## src/rtl/uart_pkg.sv

```systemverilog
// Shared UART definitions: transmitter/receiver state encodings, parity-mode
// constants and the parity helper. Imported by the TX block and its FIFO
// interface; intended for reuse by the receiver.
package uart_pkg;

  // Width of the write-data bus presented to the transmitter.
  localparam int WDATA_W = 32;

  // Parity modes.
  localparam int PARITY_NONE = 0;
  localparam int PARITY_ODD  = 1;
  localparam int PARITY_EVEN = 2;

  typedef enum logic [2:0] {
    ST_IDLE   = 3'd0,
    ST_START  = 3'd1,
    ST_DATA   = 3'd2,
    ST_PARITY = 3'd3,
    ST_STOP   = 3'd4
  } uart_state_t;

  // Parity over up to 8 data bits; unused upper bits must be zero.
  function automatic logic parity_bit(input logic [7:0] data, input int mode);
    return (mode == PARITY_ODD) ? ~(^data) : (^data);
  endfunction

endpackage

```

## src/rtl/uart_tx_fifo_if.sv

```systemverilog
// Write-side handshake of the UART transmitter.
//   i_request : write request, held high until o_ready
//   i_wdata   : write data (only the low DATA_BITS bits are used)
//   o_ready   : one-cycle write acknowledge
//   o_full    : transmit FIFO full
//   o_empty   : transmit FIFO empty
// master = producer of writes, slave = the transmitter.
interface uart_tx_fifo_if;
  import uart_pkg::*;

  logic               i_request;
  logic [WDATA_W-1:0] i_wdata;
  logic               o_ready;
  logic               o_full;
  logic               o_empty;

  modport master (
    output i_request, i_wdata,
    input  o_ready, o_full, o_empty
  );

  modport slave (
    input  i_request, i_wdata,
    output o_ready, o_full, o_empty
  );

endinterface

```

## src/rtl/uart_fifo.sv

```systemverilog
// Synchronous FIFO with first-word fall-through head output.
//   clk, rst : clock, asynchronous active-high reset (flushes pointers/count)
//   push     : write wdata (ignored when full)
//   pop      : drop the head entry (ignored when empty)
//   rdata    : current head entry
//   full     : count == DEPTH
//   empty    : count == 0
//   count    : occupancy, $clog2(DEPTH)+1 bits
module uart_fifo #(
  parameter int WIDTH = 8,
  parameter int DEPTH = 16
) (
  input  logic                   clk,
  input  logic                   rst,
  input  logic                   push,
  input  logic [WIDTH-1:0]       wdata,
  input  logic                   pop,
  output logic [WIDTH-1:0]       rdata,
  output logic                   full,
  output logic                   empty,
  output logic [$clog2(DEPTH):0] count
);

  localparam int PTR_W = $clog2(DEPTH);
  localparam int CNT_W = PTR_W + 1;

  logic [WIDTH-1:0] mem [DEPTH];
  logic [PTR_W-1:0] wr_ptr;
  logic [PTR_W-1:0] rd_ptr;
  logic [CNT_W-1:0] cnt;
  logic             do_push;
  logic             do_pop;

  assign full    = (cnt == CNT_W'(DEPTH));
  assign empty   = (cnt == '0);
  assign count   = cnt;
  assign rdata   = mem[rd_ptr];
  assign do_push = push && !full;
  assign do_pop  = pop && !empty;

  // Storage carries no reset; only the pointers and count define validity.
  always_ff @(posedge clk) begin
    if (do_push) begin
      mem[wr_ptr] <= wdata;
    end
  end

  // Pointers wrap naturally because DEPTH is a power of two.
  always_ff @(posedge clk or posedge rst) begin
    if (rst) begin
      wr_ptr <= '0;
      rd_ptr <= '0;
      cnt    <= '0;
    end else begin
      if (do_push) begin
        wr_ptr <= wr_ptr + PTR_W'(1);
      end
      if (do_pop) begin
        rd_ptr <= rd_ptr + PTR_W'(1);
      end
      case ({do_push, do_pop})
        2'b10:   cnt <= cnt + CNT_W'(1);
        2'b01:   cnt <= cnt - CNT_W'(1);
        default: cnt <= cnt;
      endcase
    end
  end

endmodule

```

## src/rtl/uart_tx_fifo.sv

```systemverilog
// UART transmitter with a transmit FIFO.
//   i_clock : the single clock
//   i_reset : asynchronous active-high reset; aborts any frame, flushes FIFO
//   wr      : write handshake (request/data/ready/full/empty), slave side
//   o_busy  : high whenever the transmitter is not idle
//   UART_TX : serial line, idle high
// Frame: start(0), DATA_BITS data LSB first, optional parity, STOP_BITS
// stop(1); every bit lasts CLOCK_RATE/BAUD_RATE clocks. When the FIFO is
// non-empty at the end of the stop bits the next frame starts with no gap.
module uart_tx_fifo
  import uart_pkg::*;
#(
  parameter int CLOCK_RATE = 50000000,
  parameter int BAUD_RATE  = 9600,
  parameter int DATA_BITS  = 8,
  parameter int PARITY     = 0,
  parameter int STOP_BITS  = 1,
  parameter int FIFO_DEPTH = 16
) (
  input  logic            i_clock,
  input  logic            i_reset,
  uart_tx_fifo_if.slave   wr,
  output logic            o_busy,
  output logic            UART_TX
);

  localparam int DIVISOR = CLOCK_RATE / BAUD_RATE;
  localparam int BAUD_W  = $clog2(DIVISOR);

  uart_state_t                 state, state_nxt;
  logic [BAUD_W-1:0]           baud_cnt, baud_nxt;
  logic [2:0]                  bit_cnt, bit_nxt;
  logic                        tx_q, tx_nxt;
  logic [DATA_BITS-1:0]        shift_q, shift_nxt;
  logic                        par_q, par_nxt;
  logic                        baud_tick;
  logic                        load_frame;
  logic                        pop;
  logic                        accept;
  logic                        acked;
  logic                        ready_q;
  logic [DATA_BITS-1:0]        fifo_rdata;
  logic                        fifo_full;
  logic                        fifo_empty;
  logic [$clog2(FIFO_DEPTH):0] unused_count;
  logic                        unused_wdata;
  logic [7:0]                  par_src;

  // Upper write-data bits are ignored by design.
  assign unused_wdata = ^wr.i_wdata;

  // A request is taken once; the acknowledged flag blocks re-pushing until
  // the requester drops i_request. Full is the registered FIFO count.
  assign accept = wr.i_request && !fifo_full && !acked;

  uart_fifo #(
    .WIDTH (DATA_BITS),
    .DEPTH (FIFO_DEPTH)
  ) u_fifo (
    .clk   (i_clock),
    .rst   (i_reset),
    .push  (accept),
    .wdata (wr.i_wdata[DATA_BITS-1:0]),
    .pop   (pop),
    .rdata (fifo_rdata),
    .full  (fifo_full),
    .empty (fifo_empty),
    .count (unused_count)
  );

  assign wr.o_full  = fifo_full;
  assign wr.o_empty = fifo_empty;
  assign wr.o_ready = ready_q;
  assign o_busy     = (state != ST_IDLE);
  assign UART_TX    = tx_q;
  assign baud_tick  = (baud_cnt == BAUD_W'(DIVISOR - 1));

  always_ff @(posedge i_clock or posedge i_reset) begin
    if (i_reset) begin
      acked   <= 1'b0;
      ready_q <= 1'b0;
    end else begin
      ready_q <= accept;
      if (!wr.i_request) begin
        acked <= 1'b0;
      end else if (accept) begin
        acked <= 1'b1;
      end
    end
  end

  // Zero-extend the FIFO head for the parity helper.
  always_comb begin
    par_src                = '0;
    par_src[DATA_BITS-1:0] = fifo_rdata;
  end

  always_comb begin
    state_nxt  = state;
    baud_nxt   = baud_cnt + BAUD_W'(1);
    bit_nxt    = bit_cnt;
    tx_nxt     = tx_q;
    shift_nxt  = shift_q;
    par_nxt    = par_q;
    load_frame = 1'b0;
    pop        = 1'b0;

    case (state)
      ST_IDLE: begin
        baud_nxt = '0;
        tx_nxt   = 1'b1;
        if (!fifo_empty) begin
          load_frame = 1'b1;
        end
      end
      ST_START: begin
        if (baud_tick) begin
          baud_nxt  = '0;
          bit_nxt   = '0;
          tx_nxt    = shift_q[0];
          shift_nxt = shift_q >> 1;
          state_nxt = ST_DATA;
        end
      end
      ST_DATA: begin
        if (baud_tick) begin
          baud_nxt = '0;
          if (bit_cnt == 3'(DATA_BITS - 1)) begin
            bit_nxt = '0;
            if (PARITY != PARITY_NONE) begin
              tx_nxt    = par_q;
              state_nxt = ST_PARITY;
            end else begin
              tx_nxt    = 1'b1;
              state_nxt = ST_STOP;
            end
          end else begin
            bit_nxt   = bit_cnt + 3'd1;
            tx_nxt    = shift_q[0];
            shift_nxt = shift_q >> 1;
          end
        end
      end
      ST_PARITY: begin
        if (baud_tick) begin
          baud_nxt  = '0;
          bit_nxt   = '0;
          tx_nxt    = 1'b1;
          state_nxt = ST_STOP;
        end
      end
      ST_STOP: begin
        if (baud_tick) begin
          baud_nxt = '0;
          if (bit_cnt == 3'(STOP_BITS - 1)) begin
            if (!fifo_empty) begin
              load_frame = 1'b1;
            end else begin
              tx_nxt    = 1'b1;
              state_nxt = ST_IDLE;
            end
          end else begin
            bit_nxt = bit_cnt + 3'd1;
          end
        end
      end
      default: begin
        baud_nxt  = '0;
        tx_nxt    = 1'b1;
        state_nxt = ST_IDLE;
      end
    endcase

    // Frame start: pop the head, restart the bit timer and drop the line.
    if (load_frame) begin
      pop       = 1'b1;
      shift_nxt = fifo_rdata;
      par_nxt   = parity_bit(par_src, PARITY);
      baud_nxt  = '0;
      bit_nxt   = '0;
      tx_nxt    = 1'b0;
      state_nxt = ST_START;
    end
  end

  always_ff @(posedge i_clock or posedge i_reset) begin
    if (i_reset) begin
      state    <= ST_IDLE;
      baud_cnt <= '0;
      bit_cnt  <= '0;
      tx_q     <= 1'b1;
    end else begin
      state    <= state_nxt;
      baud_cnt <= baud_nxt;
      bit_cnt  <= bit_nxt;
      tx_q     <= tx_nxt;
    end
  end

  always_ff @(posedge i_clock) begin
    shift_q <= shift_nxt;
    par_q   <= par_nxt;
  end

endmodule

```

## src/flat_wrapper.sv

```systemverilog
// flat-port wrapper written by rule: the top's interface ports become plain ports
module uart_tx_fifo_flat import uart_pkg::*;
#(
  parameter int CLOCK_RATE = 50000000,
  parameter int BAUD_RATE  = 9600,
  parameter int DATA_BITS  = 8,
  parameter int PARITY     = 0,
  parameter int STOP_BITS  = 1,
  parameter int FIFO_DEPTH = 16
)
  (i_clock, i_reset, o_busy, UART_TX, wr_i_request, wr_i_wdata, wr_o_ready, wr_o_full, wr_o_empty);
  uart_tx_fifo_if wr_i ();
  input  logic i_clock;
  input  logic i_reset;
  output logic o_busy;
  output logic UART_TX;
  input wire logic [$bits(wr_i.i_request)-1:0] wr_i_request;
  input wire logic [$bits(wr_i.i_wdata)-1:0] wr_i_wdata;
  output wire logic [$bits(wr_i.o_ready)-1:0] wr_o_ready;
  output wire logic [$bits(wr_i.o_full)-1:0] wr_o_full;
  output wire logic [$bits(wr_i.o_empty)-1:0] wr_o_empty;
  assign wr_i.i_request = wr_i_request;
  assign wr_i.i_wdata = wr_i_wdata;
  assign wr_o_ready = wr_i.o_ready;
  assign wr_o_full = wr_i.o_full;
  assign wr_o_empty = wr_i.o_empty;
  uart_tx_fifo #(.CLOCK_RATE(CLOCK_RATE), .BAUD_RATE(BAUD_RATE), .DATA_BITS(DATA_BITS), .PARITY(PARITY), .STOP_BITS(STOP_BITS), .FIFO_DEPTH(FIFO_DEPTH)) u_core (.i_clock(i_clock), .i_reset(i_reset), .wr(wr_i), .o_busy(o_busy), .UART_TX(UART_TX));
endmodule
```

## config.mk

```make
export PLATFORM = sky130hd
export DESIGN_NAME = uart_tx_fifo_flat
export DESIGN_NICKNAME = d
export VERILOG_FILES = /design/src/rtl/uart_pkg.sv /design/src/rtl/uart_tx_fifo_if.sv /design/src/rtl/uart_fifo.sv /design/src/rtl/uart_tx_fifo.sv /design/src/flat_wrapper.sv
export SDC_FILE = /design/constraint.sdc
export NUM_CORES = 1
export LEC_CHECK = 0
export BUFFER_PORTS_ARGS = -buffer_cell sky130_fd_sc_hd__buf_2
export CORE_AREA = 3 3 147 134
export CTS_CLUSTER_SIZE = 12
export DETAILED_ROUTE_END_ITERATION = 6
export DIE_AREA = 0 0 150 137
export HOLD_SLACK_MARGIN = 0.15
export PLACE_DENSITY = 0.61
export SYNTH_ARGS = -nofsm -noshare
export SYNTH_HDL_FRONTEND = slang
export SYNTH_HIERARCHICAL = 1
export SYNTH_SLANG_ARGS = --single-unit
```

## constraint.sdc

```tcl
create_clock -name i_clock -period 6.6 [get_ports i_clock]
set_input_delay 0.33 -clock i_clock [delete_from_list [all_inputs] [get_ports i_clock]]
set_output_delay 0.33 -clock i_clock [all_outputs]
set_load 0.02 [all_outputs]
```

# Yosys cells after proc, flatten, opt, wreduce, memory -nomap -nowiden
# Memory sizes are Yosys's and may differ from the RTL's.
# Cells that the tools add are included.
# word_totals
reg_bits,43
ram_bits,128
in_bits,35
out_inout_bits,5
word_cells,101
memories,1
# classes
add_sub_neg,6
eq_ne,21
muxes,43
n_reduce_logical,20
# mem_list
name,words,width,rd,rd_clocked_by_memory_dff,wr,line_no,text
u_core.u_fifo.mem,16,8,1,0,1,uart_fifo.sv:27,logic [WIDTH-1:0] mem [DEPTH];
# ops
op,n
3-bit 2-to-1 mux,14
13-bit 2-to-1 mux,3
8-bit 2-to-1 mux,4
"3-bit by 1-bit != test with 1-bit output, second input constant",8
1-bit 2-to-1 mux,16
8-bit case mux with 2 select lines,1
3-bit case mux with 5 select lines,1
"13-bit by 1-bit adder with 13-bit output, second input constant",1
"13-bit == test, second input constant",1
5-bit case mux with 2 select lines,1
3-bit case mux with 3 select lines,1
"4-bit by 1-bit adder with 4-bit output, second input constant",2
8-bit AND reduction,1
"3-bit by 2-bit == test with 1-bit output, second input constant",2
"3-bit == test, second input constant",2
3-bit logical NOT,2
"3-bit by 2-bit != test with 1-bit output, second input constant",2
6-bit AND reduction,1
3-bit nonzero test,2
"5-bit by 1-bit adder with 5-bit output, second input constant",1
"5-bit == test, second input constant",1
5-bit logical NOT,1
5-bit AND reduction,1
"5-bit by 1-bit subtractor with 5-bit output, second input constant",1
other kinds (14),20

# Longest topological paths before layout
# Gate-level depths: netlist of the first run.
# logic_depth
word_depth,9
depth_mapped,17
depth_no_buf,15

# Modules after synthesis
# Netlist of the first run, hierarchy kept.
# modules_own_cells
module,n_inst,cells_each,area_each_um2,seq_area_each_um2
uart_fifo,1,333,5796.8,4169.0
uart_tx_fifo,1,152,1654.1,792.0

# Worst setup path after synthesis of the first run
# OpenSTA, ideal clock, no wires.
# synth_timing
path_type,reg2reg
start,register u_core.u_fifo.cnt[0] (netlist: u_core/u_fifo/count[0])
end,register u_core.u_fifo.cnt[4] (netlist: u_core/u_fifo/count[4])
setup_time_ns,0.123
arrival_time_ns,3.303
t_required_ns,6.477
setup_slack_ns,3.174
path_stages_with_launch,17
path_buffers,2
synth_period_minus_slack_ns,3.426
path_cell_list,dfrtp_1 > nor4_2 > and2b_1 > nor4_4 > o221ai_1 > or2_0 > buf_6 > inv_1 > nor2b_1 > buf_6 > ha_1 > ha_1 > nor2b_1 > o21ai_0 > a21oi_1 > or3b_1 > xnor2_1
# synth_between
elab_chain_cells,9
elab_cells_between_ends,19
cone_classes,2 x add/sub; 3 x eq/ne; 6 x mux; 8 x reduce/logical
# synth_lines
element,line_no,text
"start, declared",uart_fifo.sv:30,logic [CNT_W-1:0] cnt;
"start signal, assigned",uart_fifo.sv:62,2'b10: cnt <= cnt + CNT_W'(1);
"start signal, assigned",uart_fifo.sv:63,2'b01: cnt <= cnt - CNT_W'(1);
"start signal, assigned",uart_fifo.sv:64,default: cnt <= cnt;
5-bit logical NOT *,uart_fifo.sv:35,assign empty = (cnt == '0);
via wr_o_empty,flat_wrapper.sv:21,output wire logic [$bits(wr_i.o_empty)-1:0] wr_o_empty;
1-bit 2-to-1 mux *,"uart_tx_fifo.sv:112, uart_tx_fifo.sv:156",
1-bit 2-to-1 mux,uart_tx_fifo.sv:155,if (bit_cnt == 3'(STOP_BITS - 1)) begin
1-bit 2-to-1 mux,uart_tx_fifo.sv:153,if (baud_tick) begin
1-bit case mux with 2 select lines *,uart_tx_fifo.sv:108,case (state)
via u_core.load_frame,uart_tx_fifo.sv:37,logic load_frame;
1-bit 2-to-1 mux *,uart_tx_fifo.sv:175,if (load_frame) begin
1-bit logical AND *,uart_fifo.sv:39,assign do_pop = pop && !empty;
via u_core.u_fifo.do_pop,uart_fifo.sv:32,logic do_pop;
2-bit by 1-bit == test with 1-bit output / 2-bit == test (equally long branches),uart_fifo.sv:61,"case ({do_push, do_pop})"
5-bit case mux with 2 select lines / 2-bit nonzero test (equally long branches),n/a,
# Mark *: on every way through the listed nets, which the timed path passes. The rest lies on a longest branch.
# A chain may end at the register's enable or synchronous reset.

# Worst setup path after layout of the first run
# layout_timing
start,register u_core.u_fifo.cnt[0] (netlist: u_core/u_fifo/count[0])
end,register u_core.u_fifo.cnt[4] (netlist: u_core/u_fifo/count[4])
# layout_between
elab_chain_cells,9
elab_cells_between_ends,19
cone_classes,2 x add/sub; 3 x eq/ne; 6 x mux; 8 x reduce/logical
# layout_lines
element,line_no
5-bit logical NOT *,uart_fifo.sv:35
1-bit 2-to-1 mux *,"uart_tx_fifo.sv:112, uart_tx_fifo.sv:156"
1-bit 2-to-1 mux,uart_tx_fifo.sv:155
1-bit 2-to-1 mux,uart_tx_fifo.sv:153
1-bit case mux with 2 select lines *,uart_tx_fifo.sv:108
via u_core.load_frame,uart_tx_fifo.sv:37
1-bit 2-to-1 mux *,uart_tx_fifo.sv:175
1-bit logical AND *,uart_fifo.sv:39
2-bit by 1-bit == test with 1-bit output / 2-bit == test (equally long branches),uart_fifo.sv:61
5-bit case mux with 2 select lines / 2-bit nonzero test (equally long branches),n/a
# Marks and branches as above.

==> results.md, run 1 <==
- Final Worst Setup Slack: 2.490 ns
- Largest area contributor in the netlist: edfxtp_1
- CP Class: reg2reg
- Fmax: 243.3 MHz
- GRT Total Usage: 14.99%
- Initial DRT Pass Iterations: 5
- Asr flop ratio synth: 20.47%
- First DRT Iteration DRCs: 381
- Slowest-stage cell, CP: or2_0
- Post-DP HPWL: 9.201 mm
- Cell variety after synth: 59
- Total number of vias: 4065
- Crit-path cells: nor4_2 -> and2b_1 -> nor3_1 -> o221ai_1 -> or2_0 -> inv_1 -> nor2b_1 -> ha_1 -> inv_1 -> fa_1 -> nor2b_1 -> o21ai_0 -> nand3_1 -> or3b_1 -> xnor2_1
- Die height: 137 µm
- Post-cts hold buffer count: 2
- Post-layout util: 44.89%
- Final hold slack: 0.2982 ns
- Switch Pwr: 0.0005939 W
- CP Data Arrival Time: 4.43 ns
- IO Port Bufs: 15
- Rows: 47
- Root buffer cell: clkbuf_16
- Area Overhead vs Synth: 10.53%
- Unrepaired setup endpoints after global routing: no
- Critical path's largest stage delay: 0.46 ns
- Initial Utilization: 40.61%
- Static Leakage: 3.074 nW
- Global-route wire length before repair: 22.47 mm
- Main area contributors after synthesis: edfxtp_1 55%, dfrtp_1 11%, mux4_2 4.8%
- Top cell type's share of synthesized area: 54.81%
- Min cycle time layout: 4.110 ns
- Cts bufs inserted: 17
- Pre-CTS WS: 2.497 ns
- Worst-Margin Slew: 1.008 ns
- Die width: 150 µm
- CTS resizes: 0
- CTS H-tree depth: 4
- Crit. End Element: flop
- Vias in the first global route: 3956
- Syn avg cell area: 15.36 µm²
- Post-synthesis cell count: 485
- ANT nets after route: 0
- TritonCTS clock tree: built
- Final worst-path cycle share: 62.27%
- Syn. warnings: 6
- Setup TNS: 0 ns
- Area of the mapped netlist: 7451 µm²
- Clk slew on worst S/H paths: 0.07 ns
- Core region area: 18350 µm²
- CP bufs+invs: 2
- Layout cell share with drive strength beyond 1: 18.06%
- Max Slew Vio Count: 0
- Placed Cells: 727
- Final Setup Violations: 0
- Per-cell routed wire length: 18.81 µm
- Peak supply drop: 0.0001791 V
- Clk Latency, worst-skew pair: 0.43 ns
- IO Pins: 40
- Clk sink count: 171
- Combinational power share: 8.8%
- Sw frac: 24.87%
- Critical Path Source Type: flop
- Largest net degree at the start of global routing: 30
- Delay-heaviest family, CP: simple AND/OR/NAND/NOR gates
- Yosys reg bits: 171
- Non-filler cells, final: 760
- Worst Hold Class: in2reg
- CP Max Fanout: 10
- Synth cell count leaders: 136 x edfxtp_1, 34 x dfrtp_1, 27 x mux2i_1, 27 x nor2_1, 27 x o21ai_0
- Post-synth EDFFs: 136
- Avg Vias per Cell: 5.349
- Int Power: 0.001794 W
- Ant diodes: 0
- Clock share of power: 37.5%
- Most used flip-flop cell after synthesis: edfxtp_1
- Sequential element share of the synthesized area: 66.58%
- Maxcap violations: 0
- Req. time, crit path: 6.92 ns
- GRT Residual Overflow: 0
- Count leader, synth: edfxtp_1
- Initial antenna violation count: 0
- CTS max path bufs: 2
- Total wire length: 14.29 mm
- Clock Skew: 0.01114 ns
- Status: finished, final reports clean
- Die area: 20550 µm²
- Final nets: 552
- Number of remaining DRC errors: 0
- Mapped Nets: 534
- Final hold vios: 0
- Register share of total power: 53.6%
- Routability congestion estimate: 0.8384
- Max-slew headroom at the worst pin: 32.79%
- Pwr dens: 290.0 nW/µm²
- Post-CTS repair timing setup buffer count: 0
==> logic make-up (layout without fill, tap and decap cells) <==
family	count (synthesis)	after routing	synth area share (%)
compound gates	74	74	6.466
xor+xnor	19	19	2.233
fa+ha+maj	14	14	2.452
buf+inv	43	73	3.459
flops	171	171	66.58
mux	60	60	11.13
simple gates	104	104	7.674
==> area by class of cell <==
cell class | count | area (µm²)
timing repair buffer | 23 | 140.1
inverter | 19 | 71.32
tap | 245 | 306.5
clock inverter | 13 | 93.84
clock buffer | 18 | 429.2
fill | 1620 | 10110
multi-input combinational | 271 | 2232
sequential | 171 | 4962
==> flip-flops by register name, indices dropped and copies added (netlist names), 3 cells and up <==
signal	count
u_core/u_fifo/mem	128
u_core/baud_cnt	13
u_core/shift_q	8
u_core/u_fifo/count	5
u_core/u_fifo/rd_ptr	4
u_core/u_fifo/wr_ptr	4
u_core/bit_cnt	3
u_core/state	3
==> per-stage QoR <==
step | total power [W] | area (µm²)
floorplan | 0.001441 | 7451
global placement | 0.001502 | 7692
detailed placement | 0.001516 | 7692
CTS | 0.002411 | 8235
global route | 0.002493 | 8235
finish | 0.002388 | 8235
==> routing by layer <==
layer	track usage, %	wire [µm]
met1	20.81	6450
met2	23.19	6898
met3	3.576	760
met4	5.335	182
met5	0	0
==> layout by cell type, fill, tap and decap left out, types with 13 or more instances in the layout <==
cell	count
buf_2	15
inv_1	19
mux4_2	16
dfrtp_1	33
clkbuf_16	17
nor2_1	27
mux2i_1	27
o21ai_0	27
edfxtp_1	136
mux2_2	14
ha_1	13
a21oi_1	18
nand2_1	25
==> worst paths after layout <==
path | startpoint | cells after the start | slack [ns] | end
setup / recovery | u_core/u_fifo/count[0] | 15 | 2.49 | u_core/u_fifo/count[4]
max in group asynchronous | i_reset | 3 | 5.42 | u_core/bit_cnt[1]
setup reg to reg | u_core/u_fifo/count[0] | 15 | 2.49 | u_core/u_fifo/count[4]
min in group asynchronous | i_reset | 3 | 0.49 | u_core/u_fifo/count[4]
hold reg to reg | u_core/acked | 1 | 0.46 | u_core/wr.o_ready
hold / removal | wr_i_wdata[2] | 1 | 0.30 | u_core/u_fifo/mem[10][2]
==> power groups by stage <==
stage / combinational (W) / clock [W] / sequential, W
after floorplan: 0.000158 / 0 / 0.00128
after global placement: 0.000203 / 0 / 0.00130
after detailed placement: 0.000213 / 0 / 0.00130
after CTS: 0.000214 / 0.000917 / 0.00128
after global routing: 0.000239 / 0.000966 / 0.00129
final: 0.000211 / 0.000896 / 0.00128
Note: power is estimated with default switching activity, not from simulation.
==> run 2: changes to the inputs <==
- clock period: 6.6 -> 3.9 ns (I/O delays scaled with it)
==> results.md, run 2 (same netlist as run 1, synthesis figures left out) <==
- Final hold slack: 0.3489 ns
- TritonCTS clock tree: built
- Die height: 137 µm
- Post-DP HPWL: 9.041 mm
- Layout fillers: 1617
- Clk Latency, worst-skew pair: 0.44 ns
- Reg2reg path depth: 14
- CP Class: reg2reg
- Status: finished, final reports clean
- Layout cell share with drive strength beyond 1: 19.01%
- Critical Path Most Common Cell: ha_1
- Most flops, register: u_core/u_fifo/mem
- Clock Skew: 0.01412 ns
- Rows: 47
- Delay-heaviest family, CP: simple AND/OR/NAND/NOR gates
- Final Setup Violations: 0
- Peak supply drop: 0.0003013 V
- Commonest cells after routing, fill and taps aside: 136 x edfxtp_1, 33 x dfrtp_1, 27 x o21ai_0, 27 x nor2_1, 27 x mux2i_1
- Core region area: 18350 µm²
- Avg Vias per Cell: 5.185
- Critical Path Source Type: flop
- Slowest-stage cell, CP: dfrtp_1
- Final hold vios: 0
- Min cycle time layout: 3.562 ns
- Worst Hold Class: in2async
- Final worst-path cycle share: 91.34%
- Max-slew headroom at the worst pin: 32.92%
- First DRT Iteration DRCs: 240
- Unrepaired setup endpoints after global routing: no
- Area Overhead vs Synth: 13.64%
- Fmax: 280.7 MHz
- CTS H-tree depth: 4
- Largest net degree at the start of global routing: 52
- Global-route wire length before repair: 23.03 mm
- Static Leakage: 3.166 nW
- Final nets: 562
- Worst-Margin Slew: 1.003 ns
- IO Pins: 40
- Cts bufs inserted: 17
- Crit. End Element: flop
- Pwr dens: 504.1 nW/µm²
- Initial Utilization: 40.61%
- Largest regs: u_core/u_fifo/mem: 128 flops, u_core/baud_cnt: 13 flops, u_core/shift_q: 8 flops
- CTS max path bufs: 2
- Crit-path cells: nor4_2 -> and2b_1 -> nor4_4 -> o221ai_1 -> or2_0 -> inv_1 -> nor2b_4 -> ha_1 -> ha_1 -> nor2b_1 -> o21ai_0 -> a21oi_1 -> or3b_1 -> xnor2_1
- CP Max Fanout: 6
- CP Data Arrival Time: 3.88 ns
- Max FFs per register: 128
- Initial DRT Pass Iterations: 7
- Commonest non-fill, non-tap cell in the layout: edfxtp_1
- Total number of vias: 3998
- Initial antenna violation count: 0
- Clk slew on worst S/H paths: 0.08 ns
- Die width: 150 µm
- GRT Residual Overflow: 0
- Number of remaining DRC errors: 0
- Req. time, crit path: 4.22 ns
- Clk sink count: 171
- Routability congestion estimate: 0.8416
- Critical path's largest stage delay: 0.43 ns
- Flop2flop setup slack: 0.34 ns
- Root buffer cell: clkbuf_16
- Die area: 20550 µm²
- ANT nets after route: 0
- IO Port Bufs: 15
- Setup TNS: 0 ns
- Per-cell routed wire length: 18.46 µm
- Vias in the first global route: 4120
- Stages on the worst setup path: 14
- Ant diodes: 0
- Maxcap violations: 0
- GRT Total Usage: 15.07%
- CP bufs+invs: 1
- Total wire length: 14.24 mm
- Max Slew Vio Count: 0
-- run 2: cell count changes in the layout (fill, tap and decap cells not counted), moves of 4 or more --
| cell | previous run | this run |
|---|---|---|
| dlygate4sd3_1 | 2 | 10 |
| inv_6 | 6 | 0 |
| clkinv_8 | 0 | 5 |
| clkinv_2 | 4 | 0 |
| inv_12 | 0 | 4 |
| inv_8 | 0 | 4 |
-- run 2: per-layer routing --
| layer | vias up | wire, µm | part of all wire (%) | track usage [%] |
|---|---|---|---|---|
| met5 | - | 0 | 0 | 0 |
| met1 | 2028 | 6879 | 48 | 21.47 |
| met2 | 61 | 6705 | 47 | 22.47 |
| li1 | 1892 | - | - | - |
| met4 | 0 | 183 | 1.3 | 5.335 |
| met3 | 17 | 468 | 3.3 | 3.907 |
-- run 2: through the flow --
| stage | utilization, % | setup slack (ns) | area (µm²) | total power [W] | cells |
|---|---|---|---|---|---|
| 6_report | 46.15 | 0.3376 | 8467 | 0.004268 | 771 |
| 5_1_grt | 46.15 | 0.04606 | 8467 | 0.004449 | 771 |
| 4_1_cts | 46.08 | 0.09853 | 8454 | 0.004309 | 771 |
| 3_5_place_dp | 42.08 | 0.1648 | 7720 | 0.002556 | 729 |
| 3_3_place_gp | 42.08 | 0.3059 | 7720 | 0.002532 | 729 |
| 2_1_floorplan | - | 0.4743 | 7451 | 0.002439 | 485 |
-- run 2: power breakdown --
part           switching (W)  internal, W  total (W)
clock network       0.000856     0.000894    0.00175
registers          0.0000749      0.00209    0.00216
logic               0.000221     0.000134   0.000355
-- run 2: path summary, 6_finish.rpt --
path,start,to
setup reg to reg,u_core/u_fifo/count[0],u_core/u_fifo/count[4]
hold / removal,i_reset,u_core/u_fifo/count[3]
max in group asynchronous,i_reset,u_core/bit_cnt[1]
min in group i_clock,u_core/acked,u_core/wr.o_ready
setup / recovery,u_core/u_fifo/count[0],u_core/u_fifo/count[4]
hold reg to reg,u_core/acked,u_core/wr.o_ready
-- run 2: worst min-delay path, cell delays in order --
cell and delay (ns):
dlygate4sd3_1 0.53, buf_2 0.13, inv_1 0.39
-- run 2: final cells by class --
class                   count  area [µm²]  share of cell area [%]
multi-input cells         271        2245                   26.51
clock buffers              17       425.4                   5.024
well taps                 245       306.5                   3.621
clock inverters            15       209.0                   2.468
repair buffers             33       247.7                   2.926
flip-flops and latches    171        4962                   58.61
inverters                  19       71.32                  0.8423
-- run 2: timing repair --
action | in CTS | in global routing
endpoints found under the hold margin | 136 | 0
endpoints found under the setup margin | 0 | 1
hold buffers | 10 | 0
resized for setup | 0 | 3
setup buffers | 0 | 0
==> run 3: changes to the inputs <==
- CORE_AREA: 3 3 147 134 -> 3 3 131 120
- DIE_AREA: 0 0 150 137 -> 0 0 134 123
- PLACE_DENSITY: 0.61 -> 0.72
==> results.md, run 3 (same netlist as run 1, synthesis figures left out) <==
- Static Leakage: 3.103 nW
- Crit-path cells: nor4_2 -> and2b_1 -> nor3_1 -> o221ai_1 -> or2_0 -> inv_1 -> nor2b_2 -> ha_1 -> inv_1 -> fa_1 -> nor2b_1 -> o21ai_0 -> nand3_1 -> or3b_1 -> xnor2_1
- CP bufs+invs: 2
- Clock share of power: 39.4%
- Worst Hold Class: in2reg
- Clock Skew: 0.02559 ns
- Min cycle time layout: 3.586 ns
- Pwr Total: 0.004160 W
- GRT Residual Overflow: 0
- Critical path's largest stage delay: 0.41 ns
- Root buffer cell: clkbuf_16
- Final nets: 556
- CTS H-tree depth: 4
- Reg2reg path depth: 15
- Combinational power share: 8.4%
- Initial antenna violation count: 0
- Register share of total power: 52.2%
- Die area: 16480 µm²
- Per-cell routed wire length: 19.50 µm
- Req. time, crit path: 4.21 ns
- Die width: 134 µm
- Worst-Margin Slew: 1.013 ns
- Flop2flop setup slack: 0.31 ns
- Final Setup Violations: 0
- Avg Vias per Cell: 5.613
- GRT Total Usage: 18.44%
- Fmax: 278.9 MHz
- Layout cell share with drive strength beyond 1: 18.46%
- Final hold slack: 0.1565 ns
- Delay-heaviest family, CP: simple AND/OR/NAND/NOR gates
- Core region area: 14560 µm²
- Max Slew Vio Count: 0
- Routability congestion estimate: 0.8673
- First DRT Iteration DRCs: 268
- Clk Latency, worst-skew pair: 0.43 ns
- CTS max path bufs: 2
- Commonest cells after routing, fill and taps aside: 136 x edfxtp_1, 33 x dfrtp_1, 27 x o21ai_0, 27 x nor2_1, 27 x mux2i_1
- Total number of vias: 4030
- TritonCTS clock tree: built
- Die height: 123 µm
- Worst setup path endpoint: u_core/u_fifo/count[4]
- Final hold vios: 0
- Post-CTS repair timing setup buffer count: 0
- Crit path from: u_core/u_fifo/count[0]
- CP Data Arrival Time: 3.89 ns
- Largest net degree at the start of global routing: 24
- Largest regs: u_core/u_fifo/mem: 128 flops, u_core/baud_cnt: 13 flops, u_core/shift_q: 8 flops
- Initial Utilization: 51.19%
- Commonest non-fill, non-tap cell in the layout: edfxtp_1
- Status: finished, final reports clean
- Initial DRT Pass Iterations: 4
- Terminus of the critical flop-to-flop path: u_core/u_fifo/count[4]
- Post-DP HPWL: 9.180 mm
- Max FFs per register: 128
- Pwr dens: 503.4 nW/µm²
- Clk slew on worst S/H paths: 0.06 ns
- Clk sink count: 171
- Setup TNS: 0 ns
- Rows: 42
- Area Overhead vs Synth: 10.92%
- Total wire length: 14.00 mm
- CP Max Fanout: 6
- Final worst-path cycle share: 91.95%
- Critical Path Most Common Cell: inv_1
- Reg-to-Reg Start: u_core/u_fifo/count[0]
- Crit. End Element: flop
- IO Pins: 40
- Peak supply drop: 0.0003377 V
- Int Power: 0.003169 W
- IO Port Bufs: 15
- Sw frac: 23.82%
- Unrepaired setup endpoints after global routing: no
- Slowest-stage cell, CP: dfrtp_1
- Maxcap violations: 0
- Number of remaining DRC errors: 0
- ANT nets after route: 0
- Max-slew headroom at the worst pin: 32.47%
- Vias in the first global route: 4176
- Ant diodes: 0
- Most flops, register: u_core/u_fifo/mem
- Stages on the worst setup path: 15
- Global-route wire length before repair: 22.49 mm
- Critical Path Source Type: flop
- Cts bufs inserted: 17
- CP Class: reg2reg
- Switch Pwr: 0.0009908 W
-- run 3: metal layers --
metal,GRT usage [%],wire length (µm)
met2,30.11,7051
met3,4.882,847
met1,24.16,5984
met5,0,0
met4,6.684,119
-- run 3: worst min path at each step --
stage / startpoint / to / slack (ns) / cells after the start
after global routing: wr_i_wdata[2] / u_core/u_fifo/mem[2][2] / 0.17 / 1
final: wr_i_wdata[7] / u_core/u_fifo/mem[10][7] / 0.16 / 1
after global placement: i_reset / u_core/u_fifo/count[4] / 0.25 / 2
after detailed placement: i_reset / u_core/u_fifo/count[4] / 0.26 / 2
after CTS: wr_i_wdata[7] / u_core/u_fifo/mem[11][7] / 0.15 / 1
after floorplan: i_reset / u_core/u_fifo/count[0] / 0.07 / 1
-- run 3: power by group through the flow --
stage / Clock (W) / Sequential, W / Combinational [W]
after floorplan: 0 / 0.00217 / 0.000268
after global placement: 0 / 0.00220 / 0.000334
after detailed placement: 0 / 0.00221 / 0.000349
after CTS: 0.00167 / 0.00217 / 0.000354
after global routing: 0.00174 / 0.00218 / 0.000391
final: 0.00164 / 0.00217 / 0.000349
-- run 3: timing repair --
action	in CTS	in global routing
resized for setup	0	1
endpoints found under the setup margin	0	1
hold endpoints to repair	43	0
hold buffers	3	0
-- run 3: layout make-up --
cell class | count | area (µm²)
clock inverters | 13 | 142.6
fillers | 1136 | 6292
repair buffers | 27 | 172.7
well taps | 198 | 247.7
multi-input cells | 271 | 2235
clock buffers | 19 | 432.9
flip-flops and latches | 171 | 4962
inverters | 19 | 71.32
-- run 3: stage by stage --
step | area, µm² | setup WS, ns | utilization (%) | std cells
global placement | 7656 | 0.3514 | 52.60 | 683
global route | 8264 | 0.04158 | 56.77 | 718
finish | 8264 | 0.3139 | 56.77 | 718
detailed placement | 7656 | 0.1856 | 52.60 | 683
floorplan | 7451 | 0.4743 | - | 485
CTS | 8262 | 0.1717 | 56.76 | 718
